**config.mk**
```make
export PLATFORM = sky130hd
export DESIGN_NAME = uart_tx_cfg
export DESIGN_NICKNAME = d
export VERILOG_FILES = /design/src/rtl/uart_pkg.sv /design/src/rtl/sync_fifo.sv /design/src/rtl/uart_tx_cfg.sv
export SDC_FILE = /design/constraint.sdc
export NUM_CORES = 1
export LEC_CHECK = 0
export ABC_AREA = 1
export BUFFER_PORTS_ARGS = -buffer_cell sky130_fd_sc_hd__buf_2
export CORE_ASPECT_RATIO = 1.75
export CORE_MARGIN = 2
export CORE_UTILIZATION = 55
export DETAILED_ROUTE_END_ITERATION = 10
export GPL_TIMING_DRIVEN = 1
export MAX_ROUTING_LAYER = met4
export PLACE_DENSITY = 0.79
export SETUP_SLACK_MARGIN = 0.5
export SLEW_MARGIN = 30
export SYNTH_ARGS = -nofsm -noshare
export SYNTH_HDL_FRONTEND = slang
export SYNTH_SLANG_ARGS = --single-unit
```
**constraint.sdc**
```tcl
create_clock -name clk -period 4.59 [get_ports clk]
set_input_delay 0.459 -clock clk [delete_from_list [all_inputs] [get_ports clk]]
set_output_delay 0.459 -clock clk [all_outputs]
set_load 0.01 [all_outputs]
```
**src/rtl/uart_pkg.sv**
```systemverilog
// Shared types and constants for the configurable UART transmitter.
package uart_pkg;

  localparam int PAR_NONE = 0;
  localparam int PAR_ODD  = 1;
  localparam int PAR_EVEN = 2;

  typedef enum logic [2:0] {
    ST_IDLE,
    ST_START,
    ST_DATA,
    ST_PARITY,
    ST_STOP
  } tx_state_e;

  function automatic int frame_len(
    input int baud_div,
    input int data_bits,
    input int parity,
    input int stop_bits
  );
    return baud_div *
      (1 + data_bits + ((parity != PAR_NONE) ? 1 : 0) + stop_bits);
  endfunction

endpackage

```
**src/rtl/sync_fifo.sv**
```systemverilog
// Synchronous FIFO with occupancy count; head word is visible
// combinationally on pop_data.
module sync_fifo #(
  parameter int WIDTH = 8,
  parameter int DEPTH = 16
) (
  input  logic                   clk,
  input  logic                   rst,
  input  logic                   push,
  input  logic [WIDTH-1:0]       push_data,
  input  logic                   pop,
  output logic [WIDTH-1:0]       pop_data,
  output logic [$clog2(DEPTH):0] count,
  output logic                   full,
  output logic                   empty
);

  localparam int AW = $clog2(DEPTH);
  localparam logic [AW:0] FULL_CNT = (AW+1)'(DEPTH);

  logic [WIDTH-1:0] mem [DEPTH];
  logic [AW-1:0]    wr_ptr;
  logic [AW-1:0]    rd_ptr;
  logic             do_push;
  logic             do_pop;

  assign full     = (count == FULL_CNT);
  assign empty    = (count == '0);
  assign do_push  = push && !full;
  assign do_pop   = pop && !empty;
  assign pop_data = mem[rd_ptr];

  always_ff @(posedge clk) begin
    if (rst) begin
      wr_ptr <= '0;
      rd_ptr <= '0;
      count  <= '0;
    end else begin
      if (do_push) wr_ptr <= wr_ptr + 1'b1;
      if (do_pop)  rd_ptr <= rd_ptr + 1'b1;
      unique case ({do_push, do_pop})
        2'b10:   count <= count + 1'b1;
        2'b01:   count <= count - 1'b1;
        default: count <= count;
      endcase
    end
  end

  always_ff @(posedge clk) begin
    if (do_push) mem[wr_ptr] <= push_data;
  end

endmodule

```
**src/rtl/uart_tx_cfg.sv**
```systemverilog
// Configurable UART transmitter: FIFO-buffered words framed with
// start, data (LSB first), optional parity and 1..2 stop bits.
module uart_tx_cfg
  import uart_pkg::*;
#(
  parameter int BAUD_DIV   = 10417,
  parameter int DATA_BITS  = 8,
  parameter int PARITY     = 0,
  parameter int STOP_BITS  = 1,
  parameter int FIFO_DEPTH = 16
) (
  input  logic                        clk,
  input  logic                        rst,
  input  logic [DATA_BITS-1:0]        din,
  input  logic                        din_valid,
  output logic                        din_ready,
  output logic                        dout,
  output logic                        busy,
  output logic [$clog2(FIFO_DEPTH):0] fifo_count
);

  if (BAUD_DIV < 2 || DATA_BITS < 5 || DATA_BITS > 8 ||
      PARITY < 0 || PARITY > 2 || STOP_BITS < 1 || STOP_BITS > 2 ||
      FIFO_DEPTH < 2 || (FIFO_DEPTH & (FIFO_DEPTH - 1)) != 0)
  begin : g_bad_param
    $error("uart_tx_cfg: illegal parameter combination");
  end

  localparam int CW = $clog2(BAUD_DIV);
  localparam logic [CW-1:0] CNT_LAST  = CW'(BAUD_DIV - 1);
  localparam logic [2:0]    DATA_LAST = 3'(DATA_BITS - 1);
  localparam logic [2:0]    STOP_LAST = 3'(STOP_BITS - 1);

  tx_state_e             state;
  tx_state_e             state_nx;
  logic [CW-1:0]         cnt;
  logic [2:0]            idx;
  logic [DATA_BITS-1:0]  shreg;
  logic [DATA_BITS-1:0]  head;
  logic                  par_bit;
  logic                  full;
  logic                  empty;
  logic                  pop;
  logic                  bit_end;
  logic                  last_stop;
  logic                  dout_nx;

  sync_fifo #(
    .WIDTH (DATA_BITS),
    .DEPTH (FIFO_DEPTH)
  ) u_fifo (
    .clk       (clk),
    .rst       (rst),
    .push      (din_valid),
    .push_data (din),
    .pop       (pop),
    .pop_data  (head),
    .count     (fifo_count),
    .full      (full),
    .empty     (empty)
  );

  assign din_ready = !full;
  assign busy      = (state != ST_IDLE) || (fifo_count != '0);
  assign bit_end   = (cnt == CNT_LAST);
  assign last_stop = (state == ST_STOP) && bit_end && (idx == STOP_LAST);

  // dout lags the state by one cycle, so the start bit appears two
  // edges after a word lands in an empty FIFO.
  always_ff @(posedge clk) begin
    if (rst) begin
      state   <= ST_IDLE;
      cnt     <= '0;
      idx     <= '0;
      shreg   <= '0;
      par_bit <= 1'b0;
      dout    <= 1'b1;
    end else begin
      state <= state_nx;
      dout  <= dout_nx;
      if (pop) begin
        shreg   <= head;
        par_bit <= (PARITY == PAR_ODD) ? ~^head : ^head;
      end else if (state == ST_DATA && bit_end) begin
        shreg <= shreg >> 1;
      end
      if (state_nx != state || state == ST_IDLE) begin
        cnt <= '0;
        idx <= '0;
      end else if (bit_end) begin
        cnt <= '0;
        idx <= idx + 3'd1;
      end else begin
        cnt <= cnt + 1'b1;
      end
    end
  end

  always_comb begin
    state_nx = state;
    unique case (state)
      ST_IDLE:   if (!empty) state_nx = ST_START;
      ST_START:  if (bit_end) state_nx = ST_DATA;
      ST_DATA:
        if (bit_end && idx == DATA_LAST)
          state_nx = (PARITY != PAR_NONE) ? ST_PARITY : ST_STOP;
      ST_PARITY: if (bit_end) state_nx = ST_STOP;
      ST_STOP:
        if (last_stop) state_nx = empty ? ST_IDLE : ST_START;
      default:   state_nx = ST_IDLE;
    endcase
  end

  always_comb begin
    pop     = !empty && (state == ST_IDLE || last_stop);
    dout_nx = 1'b1;
    unique case (state)
      ST_START:  dout_nx = 1'b0;
      ST_DATA:   dout_nx = shreg[0];
      ST_PARITY: dout_nx = par_bit;
      default:   dout_nx = 1'b1;
    endcase
  end

endmodule

```
==> flow_metrics.py, run 1 <==
metrics = {
    "outcome": {
        "status": "finished, final reports clean",
    },
    "clocking": {
        "clock_sinks": 175,
        "cts_setup_buffers": 0,
        "path_clk_slew_ns": 0.07,
        "cts_tree": "done",
        "clock_latency_ns": 0.42,
        "numCtsBuffers": 17,
        "cts-root-buf": "clkbuf_16",
        "cts_hold_buf": 0,
        "clk_path_buf_depth": 2,
        "cts_resized": 0,
        "h-tree-depth": 4,
    },
    "timing": {
        "finalSetupViolations": 0,
        "setup_tns_ns": 0,
        "worstMarginPinSlew_ns": 0.883,
        "fin_worst_skew_ns": 0.00735,
        "min_period_ns": 3.02,
        "fin_crit_sh": 0.657,
        "fin_ws_ns": 1.57,
        "hold_viol_final": 0,
        "fmax_mhz": 332,
        "slew_violations": 0,
        "max-slew-margin-rel": 0.409,
        "rsz0062_at_grt": "false",
    },
    "global_route": {
        "gr-total-overflow": 0,
        "grt_pass1_vias": 5446,
        "grt_max_degree": 70,
        "antenna_found_initial": 0,
        "track_usage": 0.227,
        "grt_pass1_wl_um": 26100,
    },
    "finish": {
        "stdcell_count": 1059,
        "fin_nets": 892,
        "final_cell_mix": "267 x nand2_1, 128 x edfxtp_1, 106 x inv_1, 90 x nand3_1, 58 x nor2_1",
        "drive_gt1_frac": 0.0922,
        "final_common_cell": "nand2_1",
        "antenna_cells": 0,
        "syn_to_final_growth_pct": 9.42,
        "nFillCells": 1134,
    },
    "floorplan": {
        "dieHeight_um": 164,
        "die-area_um2": 15600,
        "start_util": 0.560,
        "io_pins": 19,
        "row_count": 58,
        "core_um2": 14300,
        "die_w_um": 95.2,
    },
    "power": {
        "seqPwrFrac": 0.392,
        "powerDensity_nw_per_um2": 545,
        "swShare": 0.347,
        "power.net_switching_mw": 1.66,
        "combPwrFrac": 0.294,
        "peakVddDrop_mv": 0.450,
        "pwr-share-clk": 0.313,
        "internal_power_mw": 3.12,
        "p_leak_nw": 3.61,
    },
    "yosys": {
        "netlist-cell-type-count": 37,
        "yosysSeqAreaShare": 0.598,
        "yosys_warnings": 0,
        "synth_edf_count": 128,
        "syn_area_um2": 8010,
        "synth.net_count": 882,
        "synthCells": 856,
        "synthFlopType": "edfxtp_1",
        "syn_avg_cell_area_um2": 9.35,
        "ys_ff_latch": 175,
        "synth-async-reset-ratio": 0,
    },
    "critical_path": {
        "arrival_ns": 3.37,
        "critical_path_class": "reg2reg",
        "critPathLaunchType": "flop",
        "crit_fanout": 17,
        "cp-end-kind": "flop",
        "critPathRequiredTime_ns": 4.94,
    },
    "routing": {
        "drt_iter0_markers": 439,
        "wl_per_cell_um": 15.2,
        "drt-total-wl_um": 16100,
        "vias": 5587,
        "drtPass1Iterations": 5,
        "antenna_left": 0,
        "vias_per_cell": 5.28,
        "drc": 0,
    },
    "run": {
        "max_cap_violations": 0,
    },
    "placed_design": {
        "port_buffers": 18,
        "dpl_worst_slack_ns": 1.57,
        "hpwl_um": 10700,
        "gp_congestion": 0.868,
        "dpl.cell_count": 1027,
    },
    "hold_path": {
        "hold_class": "in2reg",
    },
}
[final cells by class]
class                           count  area (um^2)  share of cell area
Sequential cell                   175         4790               0.546
Multi-Input combinational cell    537         2590               0.295
Clock buffer                       18          439              0.0501
Inverter                          115          437              0.0499
Tap cell                          180          225              0.0257
Clock inverter                     14          180              0.0206
Timing Repair Buffer               20          105              0.0120
[worst max-delay path, stage by stage, from the launching register on]
cell	delay [ns]
dfxtp_1	0.36
inv_1	0.07
ha_1	0.17
nand4_1	0.08
nor3_1	0.17
nand4_1	0.17
nand2_1	0.12
nand2_2	0.10
inv_2	0.23
ha_1	0.31
inv_1	0.08
fa_1	0.40
inv_1	0.07
a31oi_1	0.08
inv_1	0.07
o21ai_0	0.07
a21oi_1	0.15
o21ai_0	0.09
a21oi_1	0.15
[cells by family (layout without fill, tap and decap cells)]
family / count (synthesis) / in the layout / synth area share
AND/OR/NAND/NOR: 451 / 451 / 0.244
XOR/XNOR: 12 / 12 / 0.0131
AO/OA/AOI/OAI: 59 / 59 / 0.0419
buffers and inverters: 144 / 167 / 0.0791
flip-flops: 175 / 175 / 0.598
adder cells (fa/ha/maj): 15 / 15 / 0.0244
[metrics by stage]
stage               total power [mW]  hold WS (ns)   util  cell area, um^2
finish                          4.78         0.358  0.613             8760
floorplan                       3.01         0.434      -             8010
global placement                3.25         0.452  0.569             8140
global route                    5.07         0.377  0.613             8760
detailed placement              3.29         0.465  0.569             8140
CTS                             4.79         0.353  0.613             8760
[registers in the layout, summed over array words and instances, names as in the netlist, named ones only]
signal         cells
shreg              8
idx                3
u_fifo.rd_ptr      4
u_fifo.mem       128
state              3
dout               1
u_fifo.count       5
cnt               14
u_fifo.wr_ptr      4
par_bit            1
[path summary, 6_finish.rpt]
kind | startpoint | end | slack (ns) | cells after the start
worst max-delay path | cnt[0] | u_fifo.count[4] | 1.57 | 18
worst min register to register | u_fifo.rd_ptr[3] | u_fifo.rd_ptr[3] | 0.48 | 2
worst min-delay path | rst | shreg[7] | 0.36 | 2
worst max register to register | cnt[0] | u_fifo.count[4] | 1.57 | 18
[power groups by stage]
stage	Sequential [mW]	Clock [mW]	Combinational [mW]
4_1_cts	1.87	1.51	1.41
3_3_place_gp	1.90	0	1.35
3_5_place_dp	1.91	0	1.38
2_1_floorplan	1.89	0	1.12
6_report	1.87	1.50	1.41
5_1_grt	1.88	1.58	1.61
[cells in the mapped netlist (2+ instances only)]
library cell	instances	share of area
o21ai_0	25	0.016
dfxtp_1	47	0.12
nand3_1	90	0.056
nor2_1	58	0.027
buf_4	4	0.0038
a21oi_1	19	0.012
inv_4	2	0.0016
nand4_1	7	0.0055
inv_2	7	0.0033
nand2_1	267	0.13
edfxtp_1	128	0.48
clkbuf_1	3	0.0014
nor2_4	9	0.013
nand2_2	5	0.0039
nor3_1	7	0.0044
xnor2_1	6	0.0066
xor2_1	6	0.0066
o21ai_1	5	0.0031
buf_1	2	0.00094
ha_1	14	0.022
inv_1	106	0.050
nor4_1	3	0.0023
a31oi_1	3	0.0023
o211ai_1	3	0.0028
buf_2	13	0.0081
buf_6	6	0.0084
[layer usage]
layer	global-route usage	routed length [um]	share of wire	vias to the layer above
li1	-	-	-	2802
met1	0.244	6140	0.38	2578
met2	0.404	8750	0.54	160
met4	0.100	535	0.033	0
met3	0.0378	697	0.043	47
met5	-	0	0	-
Power figures use the tool's default switching activity.
==> inputs of run 2 (changes only) <==
--- a/config.mk
+++ b/config.mk
@@ -13,7 +13,7 @@
 export DETAILED_ROUTE_END_ITERATION = 10
 export GPL_TIMING_DRIVEN = 1
 export MAX_ROUTING_LAYER = met4
-export PLACE_DENSITY = 0.79
+export PLACE_DENSITY = 0.82
 export SETUP_SLACK_MARGIN = 0.5
 export SLEW_MARGIN = 30
 export SYNTH_ARGS = -nofsm -noshare
==> constraint.sdc (replaced) <==
create_clock -name clk -period 2.43 [get_ports clk]
set_input_delay 0.243 -clock clk [delete_from_list [all_inputs] [get_ports clk]]
set_output_delay 0.243 -clock clk [all_outputs]
set_load 0.01 [all_outputs]
==> flow_metrics.py, run 2 (synthesized netlist as in run 1, its figures left out) <==
metrics = {
    "outcome": {
        "status": "finished with violations",
        "violations": "design-rule violations, negative setup slack",
    },
    "clocking": {
        "numCtsBuffers": 17,
        "clock_sinks": 175,
        "path_clk_slew_ns": 0.06,
        "cts_hold_buf": 0,
        "clock_latency_ns": 0.44,
        "cts_tree": "done",
        "clk_path_buf_depth": 2,
        "cts-root-buf": "clkbuf_16",
        "h-tree-depth": 4,
    },
    "critical_path": {
        "cp-end-kind": "flop",
        "critPathRequiredTime_ns": 2.80,
        "reg2reg_depth": 18,
        "crit_fanout": 4,
        "reg2reg_from": "cnt[0]",
        "critPathLaunchType": "flop",
        "regToRegEndpoint": "u_fifo.count[4]",
        "crit_start": "cnt[0]",
        "r2r_slack_ns": -0.17,
        "critical_path_class": "reg2reg",
        "endpoint": "u_fifo.count[4]",
        "arrival_ns": 2.97,
    },
    "global_route": {
        "gr-total-overflow": 0,
        "grt_max_degree": 38,
        "antenna_found_initial": 0,
        "grt_pass1_wl_um": 29400,
        "track_usage": 0.262,
        "grt_pass1_vias": 5991,
    },
    "finish": {
        "final_cell_mix": "252 x nand2_1, 128 x edfxtp_1, 98 x inv_1, 69 x nand3_1",
        "largest_reg_flops": 128,
        "nFillCells": 928,
        "stdcell_count": 1120,
        "drive_gt1_frac": 0.238,
        "post-route-util": 0.690,
        "syn_to_final_growth_pct": 23.3,
        "reg_top3": "u_fifo.mem: 128 flops, cnt: 14 flops, shreg: 8 flops",
        "antenna_cells": 0,
        "top_register": "u_fifo.mem",
        "final_common_cell": "nand2_1",
        "fin_nets": 953,
    },
    "run": {
        "max_cap_violations": 0,
    },
    "routing": {
        "dr_wl_met2_um": 11500,
        "dr_wl_met3_um": 1350,
        "vias": 6220,
        "drt-total-wl_um": 20400,
        "wl_per_cell_um": 18.2,
        "top_layer_used": "met4",
        "drc": 1,
        "met1_length_um": 6990,
        "antenna_left": 0,
        "drtPass1Iterations": 8,
        "vias_per_cell": 5.55,
        "drt_iter0_markers": 672,
    },
    "timing": {
        "hold_viol_final": 0,
        "setup_tns_ns": -0.406,
        "slew_violations": 0,
        "fmax_mhz": 384,
        "worstMarginPinSlew_ns": 0.456,
        "fin_ws_ns": -0.172,
        "max-slew-margin-rel": 0.695,
        "fin_crit_sh": 1.07,
        "finalSetupViolations": 3,
        "rsz0062_at_grt": "true",
        "fin_worst_skew_ns": 0.00788,
        "min_period_ns": 2.60,
    },
    "floorplan": {
        "dieHeight_um": 164,
        "core_um2": 14300,
        "start_util": 0.560,
        "die-area_um2": 15600,
        "die_w_um": 95.2,
        "io_pins": 19,
        "row_count": 58,
    },
    "placed_design": {
        "gp_congestion": 0.904,
        "dpl.cell_count": 1064,
        "port_buffers": 18,
        "hpwl_um": 11400,
    },
    "power": {
        "finalPower_mw": 10.4,
        "peakVddDrop_mv": 1.04,
        "powerDensity_nw_per_um2": 1050,
        "p_leak_nw": 4.06,
    },
    "hold_path": {
        "hold_class": "in2reg",
    },
}
## run 2: layer usage
layer / GRT usage / up-vias
met5: - / -
met4: 0.142 / 0
met3: 0.0461 / 62
met2: 0.464 / 297
met1: 0.267 / 2932
li1: - / 2929
## run 2: worst min path at each step
| stage | from | to | slack, ns | cells after the start |
|---|---|---|---|---|
| 2_1_floorplan | din[0] | u_fifo.mem[0][0] | 0.34 | 0 |
| 3_3_place_gp | u_fifo.rd_ptr[3] | flop | 0.45 | 2 |
| 3_5_place_dp | u_fifo.rd_ptr[3] | u_fifo.rd_ptr[3] | 0.46 | 2 |
| 4_1_cts | rst | state[0] | 0.14 | 2 |
| 5_1_grt | rst | state[0] | 0.16 | 2 |
| 6_report | rst | state[0] | 0.14 | 2 |
## run 2: layout make-up
cell class | count | area, um^2 | share of cell area
Tap cell | 180 | 225 | 0.0228
Timing Repair Buffer | 81 | 761 | 0.0771
Clock buffer | 19 | 433 | 0.0439
Multi-Input combinational cell | 537 | 3070 | 0.311
Inverter | 115 | 447 | 0.0453
Sequential cell | 175 | 4790 | 0.486
Clock inverter | 13 | 141 | 0.0143
## run 2: worst max-delay path: stages, from the launching register on
cell	delay (ns)
dfxtp_2	0.32
inv_2	0.06
ha_4	0.13
nand4_1	0.08
nor3_2	0.25
nand4_1	0.20
nand2_1	0.13
nand2_2	0.08
inv_4	0.07
ha_4	0.17
inv_2	0.05
fa_2	0.36
inv_2	0.06
a31oi_2	0.09
inv_2	0.07
o21ai_2	0.08
a21oi_4	0.14
o21ai_2	0.07
a21oi_1	0.12
## run 2: report_power, final
group	internal (mW)	switching, mW
sequential	3.41	0.158
clock	1.52	1.17
combinational	1.64	2.45
total	6.57	3.79
## run 2: per-stage QoR
stage | worst slack (ns) | hold WS, ns | cell area, um^2
5_1_grt | -0.357 | 0.158 | 9870
6_report | -0.172 | 0.139 | 9870
3_5_place_dp | -0.184 | 0.464 | 8470
2_1_floorplan | -0.0230 | 0.342 | 8030
4_1_cts | -0.0486 | 0.135 | 9370
3_3_place_gp | -0.113 | 0.449 | 8470
## run 2: what timing repair did
action                     CTS  global route
setup endpoints to repair  130           167
hold endpoints to repair     0             0
setup buffers                9             9
pin swaps                   10            22
resized for setup           61            75
gates cloned                 2             4
